--- src/rtl/cnn_layer_accel_result_tagger.sv ---
// Tags each CNN result word with its (row, col, depth) coordinate, depth fastest, and flags the last word.
// One output register, 1-cycle latency; in_ready follows out_ready so the stage holds a full word while stalled.
module cnn_layer_accel_result_tagger #(
    parameter int C_DATA_WIDTH  = 16,
    parameter int C_DIM_WIDTH   = 10,
    parameter int C_DEPTH_WIDTH = 10
) (
    input  logic                     clk_core,
    input  logic                     rst,
    input  logic                     job_start,
    output logic                     job_accept,
    output logic                     job_error,
    input  logic [C_DIM_WIDTH-1:0]   cfg_num_rows,
    input  logic [C_DIM_WIDTH-1:0]   cfg_num_cols,
    input  logic [C_DEPTH_WIDTH-1:0] cfg_num_kernels,
    input  logic                     cfg_upsample,
    input  logic                     in_valid,
    output logic                     in_ready,
    input  logic [C_DATA_WIDTH-1:0]  in_data,
    output logic                     out_valid,
    input  logic                     out_ready,
    output logic [C_DATA_WIDTH-1:0]  out_data,
    output logic [C_DIM_WIDTH:0]     out_row,
    output logic [C_DIM_WIDTH:0]     out_col,
    output logic [C_DEPTH_WIDTH-1:0] out_depth,
    output logic                     out_last,
    output logic                     job_complete,
    input  logic                     job_complete_ack
);

    typedef enum logic [1:0] {
        S_IDLE   = 2'd0,
        S_ACTIVE = 2'd1,
        S_DONE   = 2'd2
    } state_t;

    localparam logic [C_DIM_WIDTH-1:0]   DIM_ONE   = {{(C_DIM_WIDTH-1){1'b0}}, 1'b1};
    localparam logic [C_DEPTH_WIDTH-1:0] DEPTH_ONE = {{(C_DEPTH_WIDTH-1){1'b0}}, 1'b1};

    state_t state_q, state_d;

    logic [C_DIM_WIDTH-1:0]   rows_q, cols_q;
    logic [C_DEPTH_WIDTH-1:0] kern_q;
    logic                     ups_q;

    logic [C_DIM_WIDTH-1:0]   row_q, row_d, col_q, col_d;
    logic [C_DEPTH_WIDTH-1:0] dep_q, dep_d;
    logic                     last_acc_q, last_acc_d;

    logic                     out_valid_q, out_valid_d;
    logic [C_DATA_WIDTH-1:0]  out_data_q;
    logic [C_DIM_WIDTH:0]     out_row_q, out_col_q;
    logic [C_DEPTH_WIDTH-1:0] out_depth_q;
    logic                     out_last_q;

    logic cfg_zero, start_ok, start_bad;
    logic in_acc, out_consume, last_consume;
    logic dep_end, col_end, row_end, word_last;
    logic [C_DIM_WIDTH:0] row_tag, col_tag;

    assign cfg_zero  = (cfg_num_rows == '0) || (cfg_num_cols == '0) || (cfg_num_kernels == '0);
    assign start_ok  = (state_q == S_IDLE) && job_start && !cfg_zero;
    assign start_bad = (state_q == S_IDLE) && job_start && cfg_zero;

    assign in_acc       = in_valid && in_ready;
    assign out_consume  = out_valid_q && out_ready;
    assign last_consume = out_consume && out_last_q;

    assign dep_end   = (dep_q == kern_q - DEPTH_ONE);
    assign col_end   = (col_q == cols_q - DIM_ONE);
    assign row_end   = (row_q == rows_q - DIM_ONE);
    assign word_last = dep_end && col_end && row_end;

    // Upsampled coordinates need the extra MSB, so the shift can never wrap.
    assign row_tag = ups_q ? {row_q, 1'b0} : {1'b0, row_q};
    assign col_tag = ups_q ? {col_q, 1'b0} : {1'b0, col_q};

    always_ff @(posedge clk_core or posedge rst) begin
        if (rst) begin
            state_q <= S_IDLE;
        end else begin
            state_q <= state_d;
        end
    end

    always_comb begin
        state_d = state_q;
        case (state_q)
            S_IDLE:   if (start_ok)         state_d = S_ACTIVE;
            S_ACTIVE: if (last_consume)     state_d = S_DONE;
            S_DONE:   if (job_complete_ack) state_d = S_IDLE;
            default:                        state_d = S_IDLE;
        endcase
    end

    // rst gates the pulses because job_start may be high while reset is held.
    always_comb begin
        job_accept   = start_ok && !rst;
        job_error    = start_bad && !rst;
        job_complete = (state_q == S_DONE);
        in_ready     = (state_q == S_ACTIVE) && !last_acc_q && (!out_valid_q || out_ready);
    end

    always_comb begin
        row_d      = row_q;
        col_d      = col_q;
        dep_d      = dep_q;
        last_acc_d = last_acc_q;
        if (start_ok) begin
            row_d      = '0;
            col_d      = '0;
            dep_d      = '0;
            last_acc_d = 1'b0;
        end else if (in_acc) begin
            if (word_last) begin
                last_acc_d = 1'b1;
            end
            if (dep_end) begin
                dep_d = '0;
                if (col_end) begin
                    col_d = '0;
                    row_d = row_q + DIM_ONE;
                end else begin
                    col_d = col_q + DIM_ONE;
                end
            end else begin
                dep_d = dep_q + DEPTH_ONE;
            end
        end
    end

    always_comb begin
        out_valid_d = out_valid_q;
        if (in_acc) begin
            out_valid_d = 1'b1;
        end else if (out_consume) begin
            out_valid_d = 1'b0;
        end
    end

    always_ff @(posedge clk_core or posedge rst) begin
        if (rst) begin
            rows_q     <= '0;
            cols_q     <= '0;
            kern_q     <= '0;
            ups_q      <= 1'b0;
            row_q      <= '0;
            col_q      <= '0;
            dep_q      <= '0;
            last_acc_q <= 1'b0;
        end else begin
            if (start_ok) begin
                rows_q <= cfg_num_rows;
                cols_q <= cfg_num_cols;
                kern_q <= cfg_num_kernels;
                ups_q  <= cfg_upsample;
            end
            row_q      <= row_d;
            col_q      <= col_d;
            dep_q      <= dep_d;
            last_acc_q <= last_acc_d;
        end
    end

    always_ff @(posedge clk_core or posedge rst) begin
        if (rst) begin
            out_valid_q <= 1'b0;
            out_data_q  <= '0;
            out_row_q   <= '0;
            out_col_q   <= '0;
            out_depth_q <= '0;
            out_last_q  <= 1'b0;
        end else begin
            out_valid_q <= out_valid_d;
            if (in_acc) begin
                out_data_q  <= in_data;
                out_row_q   <= row_tag;
                out_col_q   <= col_tag;
                out_depth_q <= dep_q;
                out_last_q  <= word_last;
            end
        end
    end

    assign out_valid = out_valid_q;
    assign out_data  = out_data_q;
    assign out_row   = out_row_q;
    assign out_col   = out_col_q;
    assign out_depth = out_depth_q;
    assign out_last  = out_last_q;

endmodule

--- config.mk ---
export PLATFORM = sky130hd
export DESIGN_NAME = cnn_layer_accel_result_tagger
export DESIGN_NICKNAME = d
export VERILOG_FILES = /design/src/rtl/cnn_layer_accel_result_tagger.sv
export SDC_FILE = /design/constraint.sdc
export NUM_CORES = 1
export LEC_CHECK = 0
export ABC_CLOCK_PERIOD_IN_PS = 4050
export CAP_MARGIN = 20
export CORE_MARGIN = 2
export CORE_UTILIZATION = 35
export DETAILED_ROUTE_END_ITERATION = 12
export GPL_ROUTABILITY_DRIVEN = 0
export GPL_TIMING_DRIVEN = 0
export HOLD_SLACK_MARGIN = 0.06
export PLACE_DENSITY_LB_ADDON = 0.08
export SYNTH_ARGS = -nofsm -noshare
export SYNTH_HDL_FRONTEND = slang
export SYNTH_SLANG_ARGS = --single-unit
export TNS_END_PERCENT = 5
--- constraint.sdc ---
create_clock -name clk_core -period 4.05 [get_ports clk_core]
set_input_delay 0.405 -clock clk_core [delete_from_list [all_inputs] [get_ports clk_core]]
set_output_delay 0.405 -clock clk_core [all_outputs]
set_load 0.03 [all_outputs]
### Word-level counts from Yosys, hierarchy flattened

Cells that the tools add are included.

* eq/ne operators: 8
* muxes and demuxes: 22
* $add $sub $neg: 6
* reductions and logical operators: 32

Operators with widths (number)
* $mux 10: 11
* $add 10x1->10 const B: 3
* $eq 10x10->1: 3
* $logic_not 10->1: 3
* $sub 10x1->10 const B: 3
* $mux 11: 2
* $logic_and 1x1->1: 12
* $reduce_bool 2->1: 5
* $mux 2: 3
* $pmux 2 s3: 1
* $reduce_and 3->1: 2
* $mux 1: 5
* $logic_not 1->1: 4
* $ne 2x2->1 const B: 2
* $reduce_and 2->1: 2
* $logic_or 1x1->1: 3
* $eq 2x1->1 const B: 1
* $eq 2x2->1 const B: 1
* $logic_not 2->1: 1
* $ne 2x1->1 const B: 1

* bits in registers: 114
* word-level logic and storage cells: 83
* output and inout bits: 54

### Longest topological paths before layout

* depth in word-level cells: 7
* gate-level depth with buffers: 11
* gate-level depth less buffers: 9

### Least setup slack after synthesis

OpenSTA, ideal clock, no wires.

* kind: register to register
* from: reg cols_q[3]
* to: reg col_q[9]
* clock period less this slack: 2745 ps
* stages on the path, launching flop included: 10
* path slack: 1305 ps
* library setup time: 126 ps
* arrival: 2619 ps
* cells stage by stage: dfrtp_1 > or4_1 > or2_4 > or4b_1 > o311a_1 > and4bb_1 > buf_6 > buf_12 > nor3_2 > a311o_1

* word-level cells in the longest chain between the ends: 6

RTL lines
* start, declared: RTL line 42 `logic [C_DIM_WIDTH-1:0] rows_q, cols_q;`
* start signal, assigned: RTL line 154 `cols_q <= cfg_num_cols;`
* $sub 10x1->10: RTL line 70 `assign col_end = (col_q == cols_q - DIM_ONE);`
* $eq 10x10->1: RTL line 70
* $mux 10: RTL line 120 `if (col_end) begin`
* $mux 10: RTL line 118 `if (dep_end) begin`
* $mux 10: RTL line 114 `end else if (in_acc) begin`
* $mux 10: RTL line 109 `if (start_ok) begin`
* end signal, assigned: RTL line 159 `col_q <= col_d;`
* end, declared: RTL line 46 `logic [C_DIM_WIDTH-1:0] row_q, row_d, col_q, col_d;`

Every way passes these cells. The select of a mux whose other input is x is not followed.
A chain may end at the register's enable or synchronous reset.

### Final worst setup path

* from: in cfg_num_kernels[1]
* to: out job_accept

* word-level cells in the longest chain between the ends: 5

RTL lines
* start, declared: RTL line 15 `input logic [C_DEPTH_WIDTH-1:0] cfg_num_kernels,`
* $logic_not 10->1: RTL line 61 `assign cfg_zero = (cfg_num_rows == '0) || (cfg_num_cols == '0) || (cfg_num_kernels == '0);`
* $logic_or 1x1->1: RTL line 61
* $logic_not 1->1: RTL line 62 `assign start_ok = (state_q == S_IDLE) && job_start && !cfg_zero;`
* $logic_and 1x1->1: RTL line 62
* $logic_and 1x1->1: RTL line 98 `job_accept = start_ok && !rst;`
* end, declared: RTL line 11 `output logic job_accept,`

Every way passes these cells.

==> metrics <==
Layout Area Growth over Synthesis=33.72%; worst min path class=input port to asynchronous set/reset pin; largest net degree at the start of global routing=93; num rows=48; Placeable Area=roughly 0.017 mm²; Final Cell Area=0.008088 mm²; io pins=107; FF+latch count, synth=114; iteration-0 DRC count of the detailed router=360; Ys Warns=0; vias=5418; average size of a mapped cell=8.753 µm²; layout cells sized above 1=5.663%; CTS tree=built; root buffer selected by CTS=clkbuf_16; synthesized net count=750; status=finished clean; CTS Hold Bufs=0; Final Cycle Share=about 91%; CTS buffer count=17; initial antenna violation count=0; Multi-input gate area=0.002943 mm²; fillcell total=1666; Crit Path Class=input port to primary output; All-Layer GR Usage=19.23%; chip width=about 140 µm; starting density of the core=35.34%; DRC Markers=0; Critical Path RT=3.64 ns; FF+latch area=0.002853 mm²; Adder-Cell Fraction of Synth Area=1.241%; Crit Reg-Reg Endpoint=row_q[5]; post-synth top area share=a little under half; top post-synthesis cells by area=dfrtp_1 47%, nand2_1 12%, o21ai_0 3.5%, mux2i_1 3.1%, xnor2_1 3.0%; Die Y-Extent=135.5 µm; Final ANT Viol Nets=0; reg-to-reg startpoint=kern_q[0]; Synth Area in XOR/XNOR=~6.3%; post-synthesis sequential area ratio=47.17%; first-pass GRT wire length=27380 µm; fin nets=876; multiplexer share of the synthesized area=roughly 3.1%; DP Area=approximately 0.0074 mm²; post-CTS setup buffer count=0; Post-Syn Area=0.006048 mm²; commonest cells in the netlist=200 x nand2_1, 114 x dfrtp_1, 42 x o21ai_0; synthesized instance count=around 700; largest family of logic cells by synthesized area=simple AND/OR/NAND/NOR gates; Largest stage delay, worst path=0.60 ns; Final Hold Fails=0; CP Cell Sequence=clkdlybuf4s50_1, nor4_1, nand3_1, nand3_1, or2_2, clkbuf_1, clkbuf_2, buf_2, nor2_1, clkdlybuf4s50_1; clock skew=between 0.005 and 0.006 ns; worst setup path start=cfg_num_kernels[1]; crit start category=input port; Synth async-reset ratio=100.0%; worst slew pin tran=0.7327 ns; Final Slew Violations=0; Pre-antenna DRT Iters=5; relative slew slack=between 50 and 60%; crit-path max FO=10; H-tree levels=4; Clk Latency, worst-skew pair=0.41 ns; EDFF count, synth=0; crit path DAT=3.29 ns; die footprint=0.01835 mm²; Final min period=between 3 and 4 ns; Via-to-Cell Ratio=a little over 5; clock net sink count=114; power consumption=around 3.7 mW; CTS Buffer Depth=2; Routed WL=16740 µm; leakage=3.656 nW; CP Capture Type=primary output; r2r setup slk=1.04 ns; Netlist cell types=59; compound-cell area share of the yosys netlist=10.88%; fin cells=1055; ANT cells=0; Worst-path clk slew=roughly 0.050 ns; routed length per instance=15.87 µm; power per cell area=461.8 mW/mm²; DPL Wire Length=12280 µm; Synth Area in Simple Gates=between 20 and 30%; Setup violations, final=0; worst-case reg-to-reg path depth=10; IO Port Bufs=106; vias in the first global route=about 5300; Placed Cells=1023; post-synth top area cell=dfrtp_1; fmax=roughly 0.27 GHz; Max VDD drop=0.0002945 V; final hold slack=approximately 0.39 ns; max cap viols=0; most frequent cell after synthesis=nand2_1; slowest library cell on the worst path=clkdlybuf4s50_1; GRT Residual Overflow=0; top_reg_cell synth=dfrtp_1; RSZ-0062 raised after global routing=false
kinds of logic (layout without fill, tap and decap cells):
group | Yosys count | after routing
adders and majority gates | 6 | 6
and+or+nand+nor | 350 | 350
DFF | 114 | 114
muxes | 19 | 19
buffers and inverters | 60 | 199
xor gates and xnor gates | 42 | 42
AOI/OAI and AO/OA | 100 | 100
sequential cells by signal (all words and copies together), names as in the netlist:
register	cells
rows_q	10
out_data	16
dep_q	10
cols_q	10
out_depth	10
col_q	10
kern_q	10
out_valid	1
last_acc_q	1
row_q	10
state_q	2
out_last	1
out_row	11
out_col	11
ups_q	1
through the flow:
| step | utilization (%) | setup slack, ns | setup TNS [ns] |
|---|---|---|---|
| floorplan | - | 0.6293 | 0 |
| global route | 47.25 | 0.1845 | 0 |
| global placement | 43.18 | -1.190 | -134.48 |
| detailed placement | 43.37 | -0.05305 | -0.05305 |
| CTS | 47.24 | 0.1505 | 0 |
| finish | 47.25 | 0.3514 | 0 |
timing repair:
| item | CTS | global route |
|---|---|---|
| endpoints found under the setup margin | 1 | 1 |
| gates cloned | 0 | 0 |
| gates resized for setup | 1 | 2 |
worst max-delay path: cells and delay by family:
family / cells / cell delay, ns
simple gates: 5 / 0.98
buf+inv: 5 / 1.88
layer usage:
| metal | global-route usage, % | wire (µm) |
|---|---|---|
| met1 | 25.48 | 7882 |
| met2 | 31.11 | 7734 |
| met3 | 4.153 | 796 |
| met4 | 7.060 | 327 |
| met5 | 0 | 0 |
layout make-up:
type,count,share of cell area (%)
buffer,48,2.599
clock buffer,22,5.987
clock inverter,10,2.197
inverter,12,0.6188
multi-input combinational,517,36.39
sequential,114,35.27
tap,225,3.481
timing repair buffer,107,13.46
cells in the final DEF (no fill, tap or decap), types with 3 or more instances in the layout:
cell / instances
and4_1: 3
o211ai_1: 4
nor2_1: 23
ha_1: 6
and3_1: 8
clkinv_2: 4
clkdlybuf4s50_1: 106
nand3_1: 29
clkbuf_16: 17
nand2b_1: 7
nor3_1: 16
nor2b_1: 4
or3_1: 16
xnor2_1: 21
dfrtp_1: 114
a21o_1: 6
bufinv_16: 5
a311o_1: 7
inv_1: 11
nand2_1: 200
o2bb2ai_1: 4
mux2i_1: 19
buf_1: 5
clkbuf_1: 39
or4_1: 3
a21oi_1: 11
or2_2: 3
o31ai_1: 6
nand4_1: 4
clkbuf_8: 4
nor4_1: 18
o21ai_0: 42
nor3b_1: 6
xor2_1: 20
where the power goes:
| group | switching (mW) | internal [mW] | total (mW) |
|---|---|---|---|
| logic | 0.411 | 0.310 | 0.721 |
| registers | 0.0989 | 1.24 | 1.34 |
| clock network | 0.521 | 1.15 | 1.67 |
worst max path at each step:
stage	endpoint	cells after the start
floorplan	col_q[0]	1
detailed placement	job_accept	10
CTS	job_accept	10
global placement	out_data[6]	2
global route	job_accept	10
finish	job_accept	10
Power figures use the tool's default switching activity.
